### config.mk
export PLATFORM = sky130hd
export DESIGN_NAME = group_uplink_arbiter
export DESIGN_NICKNAME = d
export VERILOG_FILES = /design/src/rtl/group_uplink_arbiter.sv
export SDC_FILE = /design/constraint.sdc
export NUM_CORES = 1
export LEC_CHECK = 0
export CORE_UTILIZATION = 40
export CTS_CLUSTER_SIZE = 14
export DETAILED_ROUTE_END_ITERATION = 8
export PLACE_DENSITY = 0.67
export RECOVER_POWER = 100
export SLEW_MARGIN = 10
export SYNTH_ARGS = -nofsm -noshare
export SYNTH_HDL_FRONTEND = slang
export SYNTH_SLANG_ARGS = --single-unit
export TNS_END_PERCENT = 100
### constraint.sdc
create_clock -name clk -period 6 [get_ports clk]
set_clock_uncertainty 0.1 [all_clocks]
set_input_delay 1.2 -clock clk [delete_from_list [all_inputs] [get_ports clk]]
set_output_delay 1.2 -clock clk [all_outputs]
set_load 0.01 [all_outputs]
### src/rtl/group_uplink_arbiter.sv
// group_uplink_arbiter
//   Shares one router injection port among NUM_REQ network interfaces of a
//   leaf group. Round-robin arbitration, null-header (all-zero routing
//   header) flits are dropped and counted, accepted flits are presented to
//   the router through a single registered output stage (1 flit/cycle).
//
//   Optional build macro: ARB_BURST_EN -- lets one requester keep the grant
//   for up to BURST_LEN consecutive flits while it stays valid.
//
// Ports
//   clk         clock
//   reset       synchronous, active-high reset
//   req_data    NUM_REQ flits, requester i at [i*DATA_W +: DATA_W]
//   req_valid   per-requester flit valid
//   req_ready   per-requester accept (one-hot or zero, combinational)
//   out_data    registered flit to router
//   out_valid   registered flit valid
//   out_ready   router accepts flit
//   drop_count  saturating count of dropped null-header flits
//   last_grant  index of the most recently accepted requester
module group_uplink_arbiter #(
  parameter int unsigned NUM_REQ   = 4,
  parameter int unsigned DATA_W    = 16,
  parameter int unsigned HEADER_W  = 6,
  parameter int unsigned BURST_LEN = 4
) (
  input  logic                      clk,
  input  logic                      reset,
  input  logic [NUM_REQ*DATA_W-1:0] req_data,
  input  logic [NUM_REQ-1:0]        req_valid,
  output logic [NUM_REQ-1:0]        req_ready,
  output logic [DATA_W-1:0]         out_data,
  output logic                      out_valid,
  input  logic                      out_ready,
  output logic [7:0]                drop_count,
  output logic [2:0]                last_grant
);

  localparam int unsigned PTR_W = $clog2(NUM_REQ);
  localparam int unsigned GNT_W = 3;
  localparam int unsigned CNT_W = 8;
  // A misconfigured instance never grants rather than misbehaving silently.
  localparam bit CFG_OK = (NUM_REQ >= 2) && (NUM_REQ <= 8) && (BURST_LEN >= 1);

  typedef enum logic {
    ST_EMPTY = 1'b0,
    ST_FULL  = 1'b1
  } state_e;

  state_e              state_q, state_d;
  logic [DATA_W-1:0]   out_data_q, out_data_d;
  logic                out_valid_q, out_valid_d;
  logic [CNT_W-1:0]    drop_q, drop_d;
  logic [GNT_W-1:0]    last_grant_q, last_grant_d;
  logic [PTR_W-1:0]    rr_ptr_q, rr_ptr_d;

  logic                found;
  logic [PTR_W-1:0]    win;
  logic [DATA_W-1:0]   win_data;
  int unsigned         scan_idx;
  logic                can_accept;
  logic                xfer;
  logic                hdr_null;

`ifdef ARB_BURST_EN
  localparam int unsigned BURST_W = $clog2(BURST_LEN + 1);
  logic [BURST_W-1:0]  burst_q, burst_d;
  logic [BURST_W-1:0]  burst_inc;
`endif

  function automatic logic [PTR_W-1:0] inc_ptr(input logic [PTR_W-1:0] p);
    return (32'(p) == NUM_REQ - 1) ? '0 : p + PTR_W'(1);
  endfunction

  // Round-robin scan starting at rr_ptr; first valid requester wins.
  always_comb begin
    found    = 1'b0;
    win      = '0;
    win_data = '0;
    scan_idx = 0;
    for (int unsigned k = 0; k < NUM_REQ; k++) begin
      scan_idx = (32'(rr_ptr_q) + k) % NUM_REQ;
      if (!found && req_valid[scan_idx]) begin
        found    = 1'b1;
        win      = PTR_W'(scan_idx);
        win_data = req_data[scan_idx*DATA_W +: DATA_W];
      end
    end
  end

  // Output stage frees up either when empty or when drained this cycle.
  assign can_accept = (state_q == ST_EMPTY) | (out_valid_q & out_ready);
  assign xfer       = found & can_accept & ~reset & CFG_OK;
  assign hdr_null   = (win_data[DATA_W-1 -: HEADER_W] == '0);

  always_comb begin
    req_ready = '0;
    if (xfer) req_ready[win] = 1'b1;
  end

  // Next-state / output-register logic.
  always_comb begin
    state_d      = state_q;
    out_data_d   = out_data_q;
    out_valid_d  = out_valid_q;
    drop_d       = drop_q;
    last_grant_d = last_grant_q;
    rr_ptr_d     = rr_ptr_q;
`ifdef ARB_BURST_EN
    burst_d      = burst_q;
    burst_inc    = ((win == rr_ptr_q) ? burst_q : '0) + BURST_W'(1);
`endif

    case (state_q)
      ST_EMPTY: ;
      ST_FULL: begin
        if (out_ready) begin
          state_d     = ST_EMPTY;
          out_valid_d = 1'b0;
        end
      end
      default: state_d = ST_EMPTY;
    endcase

    if (xfer) begin
      last_grant_d = GNT_W'(win);
`ifdef ARB_BURST_EN
      // Stay on the winner until its burst is used up; a new owner starts fresh.
      if (32'(burst_inc) >= BURST_LEN) begin
        rr_ptr_d = inc_ptr(win);
        burst_d  = '0;
      end else begin
        rr_ptr_d = win;
        burst_d  = burst_inc;
      end
`else
      rr_ptr_d = inc_ptr(win);
`endif
      if (!hdr_null) begin
        out_data_d  = win_data;
        out_valid_d = 1'b1;
        state_d     = ST_FULL;
      end else if (drop_q != '1) begin
        drop_d = drop_q + CNT_W'(1);
      end
    end
`ifdef ARB_BURST_EN
    // Burst owner went idle: hand the pointer on.
    else if (burst_q != '0 && !req_valid[rr_ptr_q]) begin
      rr_ptr_d = inc_ptr(rr_ptr_q);
      burst_d  = '0;
    end
`endif
  end

  always_ff @(posedge clk) begin
    if (reset) begin
      state_q      <= ST_EMPTY;
      out_data_q   <= '0;
      out_valid_q  <= 1'b0;
      drop_q       <= '0;
      last_grant_q <= '0;
      rr_ptr_q     <= '0;
`ifdef ARB_BURST_EN
      burst_q      <= '0;
`endif
    end else begin
      state_q      <= state_d;
      out_data_q   <= out_data_d;
      out_valid_q  <= out_valid_d;
      drop_q       <= drop_d;
      last_grant_q <= last_grant_d;
      rr_ptr_q     <= rr_ptr_d;
`ifdef ARB_BURST_EN
      burst_q      <= burst_d;
`endif
    end
  end

  assign out_data   = out_data_q;
  assign out_valid  = out_valid_q;
  assign drop_count = drop_q;
  assign last_grant = last_grant_q;

endmodule

==> results of run 1 <==
## cell type report
cell class                      count  share of cell area [%]
Multi-Input combinational cell    296                    58.8
Timing Repair Buffer              107                    21.8
Inverter                           25                    1.95
Sequential cell                    30                    12.6
Clock buffer                        7                    1.79
Clock inverter                      1                   0.104
Tap cell                          111                    2.88
## critical path, delay by kind of cell
| kind | cells | cell delay [ns] |
|---|---|---|
| compound gates | 2 | 0.75 |
| mux | 1 | 0.35 |
| buf+inv | 1 | 0.72 |
| simple gates | 4 | 2.23 |
## placed cells by master (no fill, tap or decap), drive strengths merged, types with 7 or more instances in the layout
cell	netlist	routed
a221oi	10	10
o211ai	11	11
o22ai	11	11
clkbuf	16	8
o21ai	16	16
dfxtp	30	30
nand3	10	10
a21oi	19	19
mux4	49	49
mux2	17	17
clkdlybuf4s50	0	69
a211oi	20	20
a32o	7	7
inv	25	25
nand2	16	16
dlygate4sd3	0	32
nor2	19	19
## cell families (layout without fill, tap and decap cells)
logic type | after synthesis | count (layout) | share of synthesized area, %
other | 1 | 1 | 0.0998
AO/OA/AOI/OAI | 125 | 125 | 24.0
buffers and inverters | 65 | 140 | 7.89
flip-flops | 30 | 30 | 16.0
multiplexers | 70 | 70 | 35.5
adder cells (fa/ha/maj) | 5 | 5 | 1.67
AND/OR/NAND/NOR | 95 | 95 | 14.9
## report_power, final
group / switching, mW / internal (mW)
Clock: 0.0727 / 0.0923
Combinational: 0.462 / 0.573
Sequential: 0.180 / 0.247
Total: 0.715 / 0.912
## cell usage after synthesis, types with 6 or more instances
cell / count / area (sq um)
a21oi_1: 19 / 95.1
nor2b_1: 6 / 37.5
o211ai_1: 11 / 82.6
clkbuf_1: 15 / 56.3
mux4_2: 49 / 1100
nor3b_1: 6 / 45.0
nand2_1: 16 / 60.1
nor2_1: 19 / 71.3
a211oi_1: 20 / 150
nand3_1: 10 / 50.1
inv_1: 25 / 93.8
a221oi_1: 10 / 87.6
o22ai_1: 11 / 68.8
o21ai_0: 15 / 75.1
buf_2: 14 / 70.1
a32o_1: 7 / 70.1
mux2_2: 13 / 146
dfxtp_1: 30 / 601
## state kept, by name (all words and copies together) (netlist names)
signal and count:
rr_ptr_q 2, drop_count 8, out_valid 1, state_q 1
last_grant 2, out_data 16
## through the flow
stage	hold slack, ns	setup slack (ns)
5_1_grt	0.381	0.549
3_3_place_gp	0.344	1.08
4_1_cts	0.361	1.10
3_5_place_dp	0.351	0.919
6_report	0.352	0.799
2_1_floorplan	0.370	2.12
## worst paths after layout
check,slack [ns],cells past startpoint,start,endpoint
min reg2reg,0.35,2,out_data[1]$_SDFFE_PP0P_,out_data[1]$_SDFFE_PP0P_
max reg2reg,1.37,7,rr_ptr_q[0]$_SDFFE_PP0P_,drop_count[5]$_SDFFE_PP0P_
min,0.35,2,out_data[1]$_SDFFE_PP0P_,out_data[1]$_SDFFE_PP0P_
max,0.80,8,req_valid[1],drop_count[5]$_SDFFE_PP0P_
## routing by layer
layer / global-route usage [%] / wire length, um / vias to the layer above
met1: 27.4 / 4350 / 1729
met4: 4.59 / 131 / 0
met5: 0 / 0 / -
met2: 33.8 / 4800 / 112
li1: - / - / 1725
met3: 2.41 / 557 / 12
==> results.md, run 1 <==
* Num CTS Buffers at 5
* F_max at 192 MHz
* Die Area at 9790 sq um
* Core Footprint at 9150 sq um
* Required @ worst endpoint at 6.06 ns
* Worst skew pair latency at 0.28 ns
* Critical-path top delay cell: or4_1
* Finished Core Util at 52.6%
* Synth Cell Area at 3760 sq um
* Syn-to-layout area delta at 28.2%
* Distinct cells, synth at 57
* Static Leak at 1.70 nW
* Drt via density at 6.20
* # setup viols final at 0
* Worst Path Max Fanout at 15
* Asr flop ratio synth at 0%
* Max stage delay on crit path at 0.80 ns
* Slew Limit Fails at 0
* Measured slew at the worst slew-check pin at 1.07 ns
* Register area at 608 sq um
* Mapped Nets at 467
* Die Y at 98.9 um
* Seq/Total Area, Yosys at 16.0%
* Vias in the first global route at 3231
* Mapped Avg Cell Area at 9.61 sq um
* Gp weighted congestion at 0.919
* Crit path launch type: input port
* Relative max-transition margin at 29.0%
* Synth Instances at 391
* Yosys warns at 0
* # resized after CTS at 0
* CP Capture Type: flip-flop
* ANT nets after route at 0
* DRC viols at 0
* Synth Register Bits at 30
* RSZ-0062 raised after global routing: false
* Post-layout net count at 541
* First-pass GRT wire length at 15900 um
* Setup_tns at 0 ns
* Die width at 98.9 um
* Clk buf depth at 2
* EDFF count, synth at 0
* Number of top-level pins at 103
* DR vias at 3578
* First-pass iteration count of the detailed router at 4
* Largest net degree at the start of global routing at 90
* Crit path time final at 5.20 ns
* Fin area at 4820 sq um
* CTS tree: done
* VDD IR max at 0.184 mV
* Final hold vios at 0
* Postcts setup bufs at 0
* CTS root buf: clkbuf_8
* Initial DRC count at 165
* WL final at 9850 um
* Detailed placement HPWL at 7420 um
* Starting Density at 41.1%
* Fin crit share at 86.7%
* GRT Residual Overflow at 0
* Crit path DAT at 5.27 ns
* Hold Crit Class: reg2reg
* Kind of critical path: in2reg
* FILL cells at 847
* Power Total at 1.63 mW
* Number of diodes at 0
* Initial antenna violation count at 0
* Share of cells above drive strength 1 at 17.6%
* Placed cell area at 4760 sq um
* Clock transition at path regs at 0.06 ns
* Crit path cell chain: dlygate4sd3_1 -> nor3b_1 -> a22oi_4 -> and2_0 -> a41oi_1 -> or4_1 -> nor4_1 -> mux2_1
* Post-CTS Hold Buffers at 0
* Gr usage total at 20.0%
* Status: finished, final reports clean
* # port buffers at 101
* Most used flip-flop cell after synthesis: dfxtp_1
* Sink Count at 30
* H-tree levels at 2
* Final Non-Filler Cells at 577
* Site Rows at 35
* Dpl cells at 569
* Routed wire per std cell at 17.1 um
* Multi-input gate area at 2830 sq um
* Power per cell area at 338 nW/um^2
* Max-Cap Viols at 0
(Power assumes the default switching activity.)
==> inputs of run 2 (changes only) <==
--- a/config.mk
+++ b/config.mk
@@ -8,8 +8,9 @@
 export CORE_UTILIZATION = 40
 export CTS_CLUSTER_SIZE = 14
 export DETAILED_ROUTE_END_ITERATION = 8
-export PLACE_DENSITY = 0.67
+export PLACE_DENSITY = 0.66
 export RECOVER_POWER = 100
+export SKIP_LAST_GASP = 1
 export SLEW_MARGIN = 10
 export SYNTH_ARGS = -nofsm -noshare
 export SYNTH_HDL_FRONTEND = slang
==> results.md, run 2 (synthesized netlist as in run 1, its figures left out) <==
* Status: finished, final reports clean
* Max-Cap Viols at 0 (unchanged)
* Commonest non-fill, non-tap cell in the layout: clkdlybuf4s50_1
* Required @ worst endpoint at 6.04 ns (-0.02 ns)
* Crit path launch type: input port
* H-tree levels at 2 (unchanged)
* Worst Path Max Fanout at 15 (unchanged)
* First-pass GRT wire length at 17000 um (+7.4%)
* Sink Count at 30 (unchanged)
* Max stage delay on crit path at 0.81 ns (about the same)
* Power per cell area at 338 nW/um^2 (-0.11%)
* # resized after CTS at 0 (unchanged)
* Crit path cell chain: dlygate4sd3_1 -> nor3b_1 -> a22oi_4 -> and2_0 -> a41oi_1 -> or4_1 -> o21ai_0 -> clkbuf_1 -> o21ai_0
* Kind of critical path: in2reg
* RSZ-0062 raised after global routing: false
* FILL cells at 868 (+2.5%)
* Clock transition at path regs at 0.06 ns (about the same)
* Starting Density at 41.1% (unchanged)
* Gp weighted congestion at 0.893 (-2.9%)
* Postcts setup bufs at 0 (unchanged)
* ANT nets after route at 0 (unchanged)
* Slew Limit Fails at 0 (unchanged)
* Post-layout net count at 542 (+0.18%)
* Number of top-level pins at 103 (unchanged)
* Most frequent cells in the layout: clkdlybuf4s50_1 (69), mux4_2 (49), dlygate4sd3_1 (32)
* GRT Residual Overflow at 0 (unchanged)
* Setup_tns at 0 ns (unchanged)
* Initial antenna violation count at 0 (unchanged)
* Die Y at 98.9 um (unchanged)
* R2R Path Start: rr_ptr_q[1]$_SDFFE_PP0P_
* DRC viols at 0 (unchanged)
* Drt via density at 6.28 (+1.3%)
* Core Footprint at 9150 sq um (unchanged)
* Die Area at 9790 sq um (unchanged)
* Crit path DAT at 5.29 ns (+0.02 ns)
* WL final at 10300 um (+4.8%)
* Clk buf depth at 2 (unchanged)
* Critical-path top delay cell: or4_1
* Num CTS Buffers at 5 (unchanged)
* First-pass iteration count of the detailed router at 4 (unchanged)
* Reg2Reg Setup Slack at 1.43 ns (+0.06 ns)
* Finished Core Util at 52.5% (-0.068 points)
* CP Capture Type: flip-flop
* Crit path time final at 5.25 ns (+0.0520 ns)
* Final hold vios at 0 (unchanged)
* # port buffers at 101 (unchanged)
* Number of diodes at 0 (unchanged)
* DR vias at 3631 (+1.5%)
* CTS root buf: clkbuf_8
* Largest net degree at the start of global routing at 90 (unchanged)
* Power Total at 1.62 mW (-0.24%)
* Max FFs per register at 16 (unchanged)
* Gr usage total at 21.5% (+1.5 points)
* CTS tree: done
* F_max at 190 MHz (-0.99%)
* # setup viols final at 0 (unchanged)
* Site Rows at 35 (unchanged)
* Share of cells above drive strength 1 at 17.3% (-0.25 points)
* Hold Crit Class: reg2reg
* Hold Crit Start: out_data[7]$_SDFFE_PP0P_
* Initial DRC count at 248 (+50%)
* Die width at 98.9 um (unchanged)
* Fin crit share at 87.6% (+0.87 points)
* VDD IR max at 0.190 mV (+3.0%)
* Syn-to-layout area delta at 28.0%
* Vias in the first global route at 3385 (+4.8%)
* Post-CTS Hold Buffers at 0 (unchanged)
* CP most frequent cell: o21ai_0
* Measured slew at the worst slew-check pin at 1.10 ns (+0.0384 ns)
* Static Leak at 1.70 nW (-0.22%)
* Critical Path Start: req_valid[1]
* Detailed placement HPWL at 7730 um (+4.2%)
* Routed wire per std cell at 17.9 um (+4.6%)
* Worst skew pair latency at 0.28 ns (about the same)
* Relative max-transition margin at 26.4% (-2.6 points)
run 2: power by group:
group	leakage [nW]	switching, mW	internal [mW]	total, mW
logic	1.41	0.500	0.574	1.07
registers	0.248	0.150	0.247	0.397
clock network	0.0426	0.0731	0.0795	0.153
total	1.70	0.723	0.900	1.62
run 2: area by class of cell:
class	count	area [sq um]	share of cell area, %
clock inverter	2	8.76	0.182
inverter	25	93.8	1.95
timing repair buffer	108	1060	22.0
clock buffer	6	72.6	1.51
multi-input combinational	296	2830	58.9
sequential	30	608	12.6
tap	111	139	2.89
run 2: worst paths after layout:
kind                                            endpoint  cells past startpoint
worst min-delay path            out_data[7]$_SDFFE_PP0P_                      2
worst max-delay path                  state_q$_SDFF_PP0_                      9
worst max register to register        state_q$_SDFF_PP0_                      8
worst min register to register  out_data[7]$_SDFFE_PP0P_                      2
run 2: per-stage QoR:
| stage | hold WS (ns) | setup slack, ns | cells | area (sq um) |
|---|---|---|---|---|
| floorplan | 0.370 | 2.12 | 391 | 3760 |
| global placement | 0.346 | 1.11 | 570 | 4760 |
| detailed placement | 0.351 | 0.996 | 570 | 4760 |
| CTS | 0.362 | 1.14 | 578 | 4850 |
| global route | 0.383 | 0.445 | 578 | 4810 |
| finish | 0.353 | 0.747 | 578 | 4810 |
run 2: worst max-delay path: cells and delay by family:
family                 cells  cell delay [ns]
and+or+nand+nor            3             1.87
buffers and inverters      2             1.10
AOI/OAI and AO/OA          4             1.12
run 2: layer usage:
| layer | part of all wire (%) | global-route usage, % | vias to the layer above |
|---|---|---|---|
| li1 | - | - | 1734 |
| met1 | 44 | 29.9 | 1758 |
| met2 | 49 | 35.4 | 122 |
| met3 | 5.3 | 2.27 | 17 |
| met4 | 1.8 | 6.54 | 0 |
| met5 | 0 | 0 | - |
==> inputs of run 3 (changes only) <==
--- a/config.mk
+++ b/config.mk
@@ -5,10 +5,11 @@
 export SDC_FILE = /design/constraint.sdc
 export NUM_CORES = 1
 export LEC_CHECK = 0
-export CORE_UTILIZATION = 40
+export CORE_UTILIZATION = 54
 export CTS_CLUSTER_SIZE = 14
 export DETAILED_ROUTE_END_ITERATION = 8
-export PLACE_DENSITY = 0.66
+export GPL_ROUTABILITY_DRIVEN = 0
+export PLACE_DENSITY = 0.86
 export RECOVER_POWER = 100
 export SKIP_LAST_GASP = 1
 export SLEW_MARGIN = 10
==> results.md, run 3 (synthesized netlist as in run 1, its figures left out) <==
* Status: finished, final reports clean
* Final hold vios at 0 (unchanged)
* Placed cell area at 4720 sq um (-0.97%)
* Worst skew pair latency at 0.29 ns (about the same)
* Setup_tns at 0 ns (unchanged)
* Slew Limit Fails at 0 (unchanged)
* WHS at 0.354 ns (+0.000122 ns)
* Max-Cap Viols at 0 (unchanged)
* Measured slew at the worst slew-check pin at 1.06 ns (-0.0398 ns)
* Die width at 85.4 um (-14%)
* Sink Count at 30 (unchanged)
* Dpl cells at 538 (-5.6%)
* P_int at 0.915 mW (+1.6%)
* Drt via density at 7.01 (+12%)
* Required @ worst endpoint at 6.08 ns (+0.04 ns)
* Starting Density at 55.6% (+15 points)
* Die Area at 7300 sq um (-25%)
* Crit path launch type: input port
* Gr usage total at 27.8% (+6.3 points)
* Fin crit share at 89.7% (+2.2 points)
* Clk buf depth at 2 (unchanged)
* Most frequent cells in the layout: clkdlybuf4s50_1 (69), mux4_2 (49), dlygate4sd3_1 (32)
* VDD IR max at 0.166 mV (-13%)
* CTS tree: done
* FILL cells at 518 (-40%)
* First-pass GRT wire length at 16300 um (-4.2%)
* Site Rows at 30 (-14%)
* GRT Residual Overflow at 0 (unchanged)
* Power Total at 1.66 mW (+2.0%)
* # port buffers at 101 (unchanged)
* Switching power share of the total at 44.7% (+0.21 points)
* P_sw at 0.741 mW (+2.5%)
* Syn-to-layout area delta at 27.3%
* Core Footprint at 6760 sq um (-26%)
* Multi-input gate area at 2840 sq um (+0.18%)
* Vias in the first global route at 3437 (+1.5%)
* Fin area at 4780 sq um (-0.57%)
* Power per cell area at 346 nW/um^2 (+2.6%)
* Pre-CTS setup slack at 1.02 ns (+0.0240 ns)
* CTS root buf: clkbuf_8
* Seq pwr share at 25.8% (+1.3 points)
* Post-layout net count at 541 (-0.18%)
* DRC viols at 0 (unchanged)
* # setup viols final at 0 (unchanged)
* First-pass iteration count of the detailed router at 5 (+1)
* Postcts setup bufs at 0 (unchanged)
* F_max at 186 MHz (-2.4%)
* Finished Core Util at 70.8% (+18 points)
* Num CTS Buffers at 5 (unchanged)
* Max FFs per register at 16 (unchanged)
* DR vias at 3828 (+5.4%)
* WL final at 10100 um (-2.1%)
* H-tree levels at 2 (unchanged)
* Static Leak at 1.68 nW (-1.1%)
* Kind of critical path: in2reg
* Initial DRC count at 339 (+37%)
* # resized after CTS at 0 (unchanged)
* Largest net degree at the start of global routing at 90 (unchanged)
* Cells on worst reg2reg path at 7 (-1)
* Commonest non-fill, non-tap cell in the layout: clkdlybuf4s50_1
* Number of top-level pins at 103 (unchanged)
* Die Y at 85.4 um (-14%)
* Final setup margin at 0.618 ns (-0.129 ns)
* Initial antenna violation count at 0 (unchanged)
* CP Capture Type: flip-flop
* Clock share of power at 10.4% (+1.0 points)
* Hold Crit Class: reg2reg
* Clock transition at path regs at 0.07 ns (about the same)
* RSZ-0062 raised after global routing: false
* ANT nets after route at 0 (unchanged)
* Hold Crit Depth at 2 (unchanged)
* Final Non-Filler Cells at 546 (-5.5%)
* Crit path time final at 5.38 ns (+0.129 ns)
* Detailed placement HPWL at 7430 um (-3.9%)
* Post-CTS Hold Buffers at 0 (unchanged)
* Share of cells above drive strength 1 at 18.0% (+0.68 points)
* Crit path DAT at 5.46 ns (+0.17 ns)
* Routed wire per std cell at 18.5 um (+3.6%)
* Relative max-transition margin at 29.1% (+2.7 points)
* Number of diodes at 0 (unchanged)
* Combinational share of power at 63.8% (-2.3 points)
* Worst Path Max Fanout at 15 (unchanged)
* Register area at 608 sq um (unchanged)
==> run 3: cell type report <==
class / instances / area share, %
clock buffer: 7 / 1.81
clock inverter: 1 / 0.105
inverter: 25 / 1.96
multi-input combinational: 296 / 59.3
sequential: 30 / 12.7
tap: 80 / 2.09
timing repair buffer: 107 / 22.0
==> run 3: final timing paths <==
path / slack [ns] / start / endpoint
max: 0.62 / req_valid[1] / drop_count[3]$_SDFFE_PP0P_
min: 0.35 / out_data[3]$_SDFFE_PP0P_ / out_data[3]$_SDFFE_PP0P_
max reg2reg: 1.25 / rr_ptr_q[0]$_SDFFE_PP0P_ / drop_count[3]$_SDFFE_PP0P_
min reg2reg: 0.35 / out_data[3]$_SDFFE_PP0P_ / out_data[3]$_SDFFE_PP0P_
==> run 3: critical path, stage by stage <==
cell,delay (ns)
dlygate4sd3_1,0.71
nor3b_1,0.26
a22oi_1,0.58
and2_0,0.75
a41oi_1,0.39
or4_1,0.82
nor4_2,0.39
mux2_1,0.35
==> run 3: power by group through the flow <==
stage	clock network (mW)	logic (mW)	registers, mW
final	0.173	1.06	0.428
after global routing	0.180	1.12	0.450
after CTS	0.173	1.06	0.430
after detailed placement	0	1.06	0.433
after global placement	0	1.03	0.426
after floorplan	0	0.920	0.287
==> run 3: per-layer routing <==
metal	part of all wire [%]	up-vias	wire length [um]	GRT usage [%]
met2	48	234	4840	45.2
met3	7.7	40	778	3.60
met5	0	-	0	0
li1	-	1733	-	-
met4	3.7	0	375	12.6
met1	41	1821	4110	37.3
